**src/rtl/hwag_ign_sched.sv**
```systemverilog
// Angle-driven ignition scheduler. Each channel dwells the coil between a
// programmable dwell-start angle and spark angle of the 720-degree engine cycle.
// Configuration is double-buffered: writes land in shadow registers, and a
// commit copies shadow->active only at the cycle wrap (or while the angle
// generator is not synchronised), so a channel never sees a half-updated pair.
module hwag_ign_sched #(
  parameter int NCH       = 4,
  parameter int ANGLE_W   = 13,
  parameter int CYCLE_TOP = 7679,
  parameter int TMO_W     = 24,
  parameter int DWELL_TMO = 2000000
) (
  input  logic               clk,
  input  logic               rst,
  input  logic               hwag_start,
  input  logic [ANGLE_W-1:0] angle,
  input  logic               angle_step,
  input  logic               cfg_valid,
  output logic               cfg_ready,
  input  logic [2:0]         cfg_ch,
  input  logic [1:0]         cfg_sel,
  input  logic [ANGLE_W-1:0] cfg_data,
  input  logic               cfg_commit,
  output logic               commit_pending,
  output logic               cfg_err,
  output logic [NCH-1:0]     ign_out,
  output logic [NCH-1:0]     tmo_flag
);

  typedef enum logic [1:0] {ST_OFF, ST_ARMED, ST_DWELL} ch_state_t;

  logic commit_pending_reg;
  logic cfg_err_reg;
  logic wr_acc;
  logic angle_bad;
  logic commit_now;

  // Writes are refused while a commit is outstanding so the shadow set that
  // will be copied cannot change underneath it.
  assign wr_acc     = cfg_valid & ~commit_pending_reg;
  assign angle_bad  = cfg_data > ANGLE_W'(CYCLE_TOP);
  assign commit_now = commit_pending_reg & ((angle_step & (angle == '0)) | ~hwag_start);

  assign cfg_ready      = ~commit_pending_reg;
  assign commit_pending = commit_pending_reg;
  assign cfg_err        = cfg_err_reg;

  // Commit request tracking and out-of-range write error pulse.
  always_ff @(posedge clk) begin
    if (rst) begin
      commit_pending_reg <= 1'b0;
      cfg_err_reg        <= 1'b0;
    end else begin
      if (commit_now)
        commit_pending_reg <= 1'b0;
      else if (cfg_commit)
        commit_pending_reg <= 1'b1;
      cfg_err_reg <= wr_acc & ~cfg_sel[1] & angle_bad;
    end
  end

  generate
    for (genvar gi = 0; gi < NCH; gi++) begin : g_ch
      logic [ANGLE_W-1:0] dwell_sh_reg, spark_sh_reg;
      logic [ANGLE_W-1:0] dwell_act_reg, spark_act_reg;
      logic               en_sh_reg, en_act_reg;
      logic [ANGLE_W-1:0] spark_lock_reg;
      logic [TMO_W-1:0]   tmo_cnt_reg;
      logic               tmo_flag_reg;
      ch_state_t          state_reg, state_next;
      logic               ch_hit;
      logic               cfg_ok;
      logic               spark_hit;
      logic               tmo_hit;
      logic               tmo_fire;

      assign ch_hit    = wr_acc & (cfg_ch == 3'(gi));
      assign cfg_ok    = en_act_reg & (dwell_act_reg != spark_act_reg);
      assign spark_hit = angle_step & (angle == spark_lock_reg);
      assign tmo_hit   = tmo_cnt_reg == TMO_W'(DWELL_TMO - 1);

      // Shadow register writes; out-of-range angles are discarded.
      always_ff @(posedge clk) begin
        if (rst) begin
          dwell_sh_reg <= '0;
          spark_sh_reg <= '0;
          en_sh_reg    <= 1'b0;
        end else if (ch_hit) begin
          case (cfg_sel)
            2'd0: if (!angle_bad) dwell_sh_reg <= cfg_data;
            2'd1: if (!angle_bad) spark_sh_reg <= cfg_data;
            2'd2: en_sh_reg <= cfg_data[0];
            default: ;
          endcase
        end
      end

      // Atomic shadow->active transfer.
      always_ff @(posedge clk) begin
        if (rst) begin
          dwell_act_reg <= '0;
          spark_act_reg <= '0;
          en_act_reg    <= 1'b0;
        end else if (commit_now) begin
          dwell_act_reg <= dwell_sh_reg;
          spark_act_reg <= spark_sh_reg;
          en_act_reg    <= en_sh_reg;
        end
      end

      // Channel FSM next-state: loss of sync or disable wins over everything.
      always_comb begin
        state_next = state_reg;
        tmo_fire   = 1'b0;
        if (!hwag_start || !en_act_reg) begin
          state_next = ST_OFF;
        end else begin
          case (state_reg)
            ST_OFF:   if (cfg_ok) state_next = ST_ARMED;
            ST_ARMED: begin
              if (!cfg_ok)
                state_next = ST_OFF;
              else if (angle_step && (angle == dwell_act_reg))
                state_next = ST_DWELL;
            end
            ST_DWELL: begin
              if (spark_hit) begin
                state_next = ST_ARMED;
              end else if (tmo_hit) begin
                state_next = ST_ARMED;
                tmo_fire   = 1'b1;
              end
            end
            default: state_next = ST_OFF;
          endcase
        end
      end

      // Channel FSM state register.
      always_ff @(posedge clk) begin
        if (rst) state_reg <= ST_OFF;
        else     state_reg <= state_next;
      end

      // Spark angle is frozen at dwell start so a mid-dwell commit cannot move it.
      always_ff @(posedge clk) begin
        if (rst) begin
          spark_lock_reg <= '0;
          tmo_cnt_reg    <= '0;
        end else if (state_reg != ST_DWELL && state_next == ST_DWELL) begin
          spark_lock_reg <= spark_act_reg;
          tmo_cnt_reg    <= '0;
        end else if (state_reg == ST_DWELL && tmo_cnt_reg != '1) begin
          tmo_cnt_reg <= tmo_cnt_reg + 1'b1;
        end
      end

      // Sticky timeout flag, cleared by re-enabling the channel.
      always_ff @(posedge clk) begin
        if (rst)
          tmo_flag_reg <= 1'b0;
        else if (tmo_fire)
          tmo_flag_reg <= 1'b1;
        else if (ch_hit && cfg_sel == 2'd2 && cfg_data[0])
          tmo_flag_reg <= 1'b0;
      end

      assign ign_out[gi]  = (state_reg == ST_DWELL);
      assign tmo_flag[gi] = tmo_flag_reg;
    end
  endgenerate

endmodule

```
**config.mk**
```make
export PLATFORM = sky130hd
export DESIGN_NAME = hwag_ign_sched
export DESIGN_NICKNAME = d
export VERILOG_FILES = /design/src/rtl/hwag_ign_sched.sv
export SDC_FILE = /design/constraint.sdc
export NUM_CORES = 1
export LEC_CHECK = 0
export CORE_UTILIZATION = 55
export CTS_BUF_LIST = sky130_fd_sc_hd__clkbuf_8
export DETAILED_ROUTE_END_ITERATION = 12
export HOLD_SLACK_MARGIN = 0.03
export PLACE_DENSITY_LB_ADDON = 0.3
export SLEW_MARGIN = 30
export SYNTH_ARGS = -nofsm -noshare
export SYNTH_HDL_FRONTEND = slang
export SYNTH_SLANG_ARGS = --single-unit
```
**constraint.sdc**
```tcl
create_clock -name clk -period 2.5 [get_ports clk]
set_input_delay 0.625 -clock clk [delete_from_list [all_inputs] [get_ports clk]]
set_output_delay 0.625 -clock clk [all_outputs]
set_load 0.03 [all_outputs]
```
==> results of run 1 <==
## layout by cell type, fill, tap and decap left out, drive strengths merged, types with 12 or more instances in the layout
master	instances
a21oi	220
and3	21
and4	12
buf	118
clkbuf	80
clkdlybuf4s50	39
dfxtp	378
inv	42
mux2i	69
nand2	385
nand3	137
nand4	56
nor2	208
nor3	18
nor4	31
xnor2	148
xor2	97
## path summary, 6_finish.rpt
kind	startpoint	end
max	g_ch[0].state_reg[0]	ign_out[0]
min	g_ch[0].dwell_sh_reg[6]	g_ch[0].dwell_act_reg[6]
max reg2reg	g_ch[0].tmo_cnt_reg[0]	g_ch[0].tmo_cnt_reg[7]
min reg2reg	g_ch[0].dwell_sh_reg[6]	g_ch[0].dwell_act_reg[6]
## cells in the mapped netlist, types with 8 or more instances
cell type | count | area share (%)
nor3_1 | 17 | 0.51
and4_1 | 12 | 0.63
buf_2 | 26 | 0.78
and3_1 | 21 | 0.79
nand4_1 | 55 | 2.1
nor4b_1 | 8 | 0.42
buf_4 | 8 | 0.36
nor4_1 | 25 | 0.94
mux2i_1 | 69 | 4.1
a21oi_1 | 219 | 6.6
nand3_1 | 137 | 4.1
xnor2_1 | 148 | 7.8
inv_1 | 17 | 0.38
xor2_1 | 97 | 5.1
nand2_1 | 385 | 8.7
clkbuf_1 | 90 | 2.0
dfxtp_1 | 378 | 45
nor2_1 | 208 | 4.7
nand2b_1 | 9 | 0.34
nor2b_1 | 9 | 0.34
## worst register-to-register path, cell delays in order (launching register included)
cell and delay [ps]:
dfxtp_1 380, ha_1 210, nand2_1 120, or4_1 610, o21a_1 340, nor3b_1 210
xnor2_1 170, nor2_1 50
## metrics by stage
stage | util [%] | power, mW
global placement | 61.40 | 6.864
detailed placement | 61.40 | 6.868
floorplan | - | 6.531
finish | 65.40 | 11.89
global route | 65.40 | 12.30
CTS | 65.38 | 11.97
## area by class of cell
cell class	instances	area, sq um	share of cell area (%)
Tap cell	390	488.0	2.511
Multi-Input combinational cell	1483	8442	43.43
Sequential cell	378	7567	38.93
Antenna cell	1	2.502	0.01288
Clock buffer	79	1087	5.594
Clock inverter	26	101.3	0.5214
Timing Repair Buffer	165	1684	8.665
Inverter	17	63.81	0.3283
## logic make-up after synthesis
family	share of synthesized area [%]
xor+xnor	12.89
compound gates	7.720
fa+ha+maj	0.3007
flops	45.46
simple gates	25.41
mux	4.149
buf+inv	4.074
## power by group through the flow
| stage | combinational [mW] | sequential [mW] | clock [mW] |
|---|---|---|---|
| 3_5_place_dp | 0.688 | 6.18 | 0 |
| 3_3_place_gp | 0.684 | 6.18 | 0 |
| 6_report | 0.702 | 6.05 | 5.14 |
| 5_1_grt | 0.733 | 6.05 | 5.52 |
| 2_1_floorplan | 0.352 | 6.18 | 0 |
| 4_1_cts | 0.691 | 6.05 | 5.23 |
## routing by layer
layer	global-route usage, %	vias up	part of all wire, %
met4	9.457	0	2.7
li1	-	6925	-
met3	4.285	85	7.7
met5	0	-	0
met2	44.27	537	45
met1	39.75	6709	45
## timing repair
item	CTS	global route
gates cloned	0	0
gates resized for setup	5	2
endpoints found under the setup margin	5	2
==> metrics.cfg, run 1 <==
[setup_path]
max_stage_delay_ps=410
r2r_cells=7
start_kind=flop
timing.reg2reg.setup_slack_ps=310
worstPathMaxFanout=4
cp.arrival_ps=1730
path_depth=3
crit_required_ps=1880
crit_family=buffers and inverters
end_kind=primary output
cpMaxStageDelayCell=dlygate4sd2_1
path_buf_inv=2
cp_cell_sequence=nand2b_1 > inv_1 > dlygate4sd2_1
critical_path_class=reg -> out

[placed_design]
portBuffers=47
dp_slack_ps=-364.2
gp_congestion=0.8690
placedCellCount=2433
hpwl_um=30680
post_dp_cell_area_sq_mm=0.01825

[timing]
finalMaxSlewViolations=0
rsz0062_at_grt=no
finClkSkew_ps=11.59
finalHoldViolations=0
clock.fmax_mhz=425.1
post-route-period-util_pct=94.10
setup_ws_ps=147.6
setup_viol=0
holdWs_ps=450.1
period_minus_slack_ps=2352
slew_headroom_pct=47.42
tns_ps=0
tightest_slew_ps=788.7

[global_routing]
grt_max_degree=65
antenna_found_initial=0
grt_pass1_vias=13280
grt_pass1_wl_um=69830
grt_overflow=0
track_usage_pct=28.27

[synthesis]
synth_nets=2053
async_flop_share_pct=0
ys_seq_area_share_pct=45.46
synth_area_sq_mm=0.01665
ys_warn_count=0
ys_types=54
synth-edff-count=0
ys_ff_latch=378
synth_top_flop_cell=dfxtp_1
avgSynthCellArea_sq_um=8.273
syn_inst=2012

[detailed_routing]
drc_errors=0
vias=14260
drt_wl_total_um=43570
first_iter_violations=1356
drt-pass1-iter-count=6
final_antenna_net_count=0
via_per_inst=5.615
wire_per_inst_um=17.16

[min_path]
hold_class=reg -> reg
hold_depth=2

[final_layout]
largest_reg_flops=96
fillers=2407
fin_cells=2539
area_growth_pct=16.76
drive_gt1_share_pct=10.57
nets=2147
final_cell_area_sq_mm=0.01944

[clock_tree]
cts_buffers=61
cts_max_path_buffers=3
clk_pin_slew_ps=60
post_cts_buffers=0
cts_htree_levels=2
root_buffer=clkbuf_8
cts_hold_buf=0
cts_tree=done
clock_sinks=378
worst_skew_pair.late_latency_ps=610

[floorplanning]
die_w_um=176.0
ios=48
start_util_pct=56.01
core_area_sq_mm=0.02972
num_rows=63
die-area_sq_mm=0.03097
die_h_um=176.0

[power]
intPower_mw=9.092
leakage_nw=7.320
clkPwrFrac_pct=43.2
pwr-share-seq_pct=50.9
power_density_mw_per_mm2=611.8
p_sw_mw=2.799
combinationalPowerShare_pct=5.9
sw_frac_of_total_pct=23.54
vdd_drop_max_mv=0.4109

[run]
cap_violations=0

[status]
status=completed

Power figures use the tool's default switching activity.
==> run 2, diff against run 1 <==
--- a/config.mk
+++ b/config.mk
@@ -8,9 +8,10 @@
 export CORE_UTILIZATION = 55
 export CTS_BUF_LIST = sky130_fd_sc_hd__clkbuf_8
 export DETAILED_ROUTE_END_ITERATION = 12
+export GPL_ROUTABILITY_DRIVEN = 0
 export HOLD_SLACK_MARGIN = 0.03
 export PLACE_DENSITY_LB_ADDON = 0.3
-export SLEW_MARGIN = 30
+export SLEW_MARGIN = 10
 export SYNTH_ARGS = -nofsm -noshare
 export SYNTH_HDL_FRONTEND = slang
 export SYNTH_SLANG_ARGS = --single-unit
==> results of run 2 <==
Final layout, timing and power as in run 1 (identical DEF).
==> run 3, diff against run 2 <==
--- a/config.mk
+++ b/config.mk
@@ -10,7 +10,7 @@
 export DETAILED_ROUTE_END_ITERATION = 12
 export GPL_ROUTABILITY_DRIVEN = 0
 export HOLD_SLACK_MARGIN = 0.03
-export PLACE_DENSITY_LB_ADDON = 0.3
+export PLACE_DENSITY = 0.83
 export SLEW_MARGIN = 10
 export SYNTH_ARGS = -nofsm -noshare
 export SYNTH_HDL_FRONTEND = slang
==> run 3 against run 2 <==
Count of clock-buffer cells in the layout fell by 5. Wire length increased by 0.89%. First-iteration DRC count increased by 16%. Worst setup slack got worse by 110 ps. Critical path type unchanged. Largest cell class unchanged. Largest power group unchanged.
==> metrics.cfg, run 3 (same netlist as run 1, synthesis figures left out) <==
[global_routing]
grt_pass1_vias=13750  ; +3.5%
grt_pass1_wl_um=69990  ; +0.22%
grt_overflow=0  ; unchanged
grt_max_degree=75  ; +15%
track_usage_pct=28.16  ; -0.10 points
antenna_found_initial=0  ; unchanged

[setup_path]
start_kind=flop
startpoint=commit_pending
cpMaxStageDelayCell=clkdlybuf4s50_1
path_buf_inv=1  ; -1
critical_path_class=reg -> out
cp_cell_sequence=clkdlybuf4s50_1
r2r_start=g_ch[0].tmo_cnt_reg[0]
crit_family=buffers and inverters
timing.reg2reg.setup_slack_ps=300  ; about the same
worstPathMaxFanout=5  ; +1
crit_required_ps=1880  ; about the same
max_stage_delay_ps=720  ; +310 ps
cp.arrival_ps=1840  ; +110 ps
end_kind=primary output

[timing]
finalHoldViolations=0  ; unchanged
setup_viol=0  ; unchanged
rsz0062_at_grt=no
slew_headroom_pct=46.68  ; -0.74 points
post-route-period-util_pct=98.51  ; +4.4 points
holdWs_ps=404.2  ; -45.98 ps
finalMaxSlewViolations=0  ; unchanged
period_minus_slack_ps=2463  ; +110.4 ps
tightest_slew_ps=795.1  ; +6.366 ps
finClkSkew_ps=36.83  ; +25.24 ps
clock.fmax_mhz=406.0  ; -4.5%

[final_layout]
area_growth_pct=16.09
largest_reg_flops=96  ; unchanged
drive_gt1_share_pct=10.21  ; -0.36 points
fillers=2276  ; -5.4%
antenna_cells=0  ; -1
final_common_cell=nand2_1
final_cell_mix=384 x nand2_1, 377 x dfxtp_1, 219 x a21oi_1
nets=2122  ; -1.2%
multiInputGateArea_sq_mm=0.008442  ; unchanged
seq_area_sq_mm=0.007569  ; about the same
fin_cells=2515  ; -0.95%

[detailed_routing]
final_antenna_net_count=0  ; unchanged
wire_per_inst_um=17.48  ; +1.8%
drt-pass1-iter-count=5  ; -1
via_per_inst=5.807  ; +3.4%
first_iter_violations=1577  ; +16%
drt_wl_total_um=43960  ; +0.89%
vias=14610  ; +2.4%
drc_errors=0  ; unchanged

[floorplanning]
die_h_um=176.0  ; unchanged
die-area_sq_mm=0.03097  ; unchanged
ios=48  ; unchanged
num_rows=63  ; unchanged
core_area_sq_mm=0.02972  ; unchanged
start_util_pct=56.01  ; unchanged
die_w_um=176.0  ; unchanged

[placed_design]
portBuffers=47  ; unchanged
placedCellCount=2411  ; -0.90%
hpwl_um=30370  ; -1.0%

[clock_tree]
cts_buffers=58  ; -4.9%
cts_max_path_buffers=3  ; unchanged
clock_sinks=378  ; unchanged
worst_skew_pair.late_latency_ps=630  ; +20 ps
cts_htree_levels=2  ; unchanged
clk_pin_slew_ps=70  ; about the same
post_cts_resized=6  ; +1
cts_tree=done
cts_hold_buf=0  ; unchanged
post_cts_buffers=0  ; unchanged
root_buffer=clkbuf_8

[power]
vdd_drop_max_mv=0.3858  ; -6.1%
leakage_nw=7.184  ; -1.9%
power_density_mw_per_mm2=627.0  ; +2.5%
p_total_mw=12.12  ; +1.9%

[status]
status=completed

[min_path]
min_from=rst
hold_class=in -> reg

[run]
cap_violations=0  ; unchanged

run 3: changes by cell type in the layout (fill, tap and decap cells not counted), sizes merged, moves of 3 or more:
cell    previous run  this run
buf              118        96
clkinv             0        12
inv               42        31
clkbuf            80        75
bufinv             0         3
run 3: area by class of cell:
type / count / share of cell area [%]
sequential: 378 / 39.16
clock inverter: 30 / 1.127
clock buffer: 74 / 5.270
tap: 390 / 2.525
multi-input combinational: 1483 / 43.68
timing repair buffer: 143 / 7.899
inverter: 17 / 0.3302
run 3: worst paths after layout:
check	endpoint	depth (start not counted)
min	g_ch[1].tmo_flag_reg	2
min reg2reg	g_ch[3].dwell_act_reg[12]	2
max	commit_pending	1
max reg2reg	g_ch[0].tmo_cnt_reg[4]	7
run 3: routing by layer:
metal | up-vias | wire length (um) | track usage, %
met3 | 150 | 4050 | 5.879
met1 | 6920 | 18780 | 37.87
met4 | 0 | 1823 | 12.75
met5 | - | 0 | 0
met2 | 671 | 19300 | 43.43
li1 | 6864 | - | -
run 3: stage by stage:
stage,setup slack (ps),cell area (sq um),utilization [%],TNS [ps]
after floorplan,203.5,16650,-,0
after global placement,-257.8,18090,60.89,-45270
after detailed placement,-386.8,18090,60.89,-61460
after CTS,58.51,19320,65.03,0
after global routing,24.74,19320,65.03,0
final,37.21,19320,65.03,0
run 3: where the power goes:
group / switching, mW / internal [mW] / total (mW)
clock: 2.42 / 2.97 / 5.39
sequential: 0.0137 / 6.04 / 6.05
combinational: 0.420 / 0.255 / 0.676
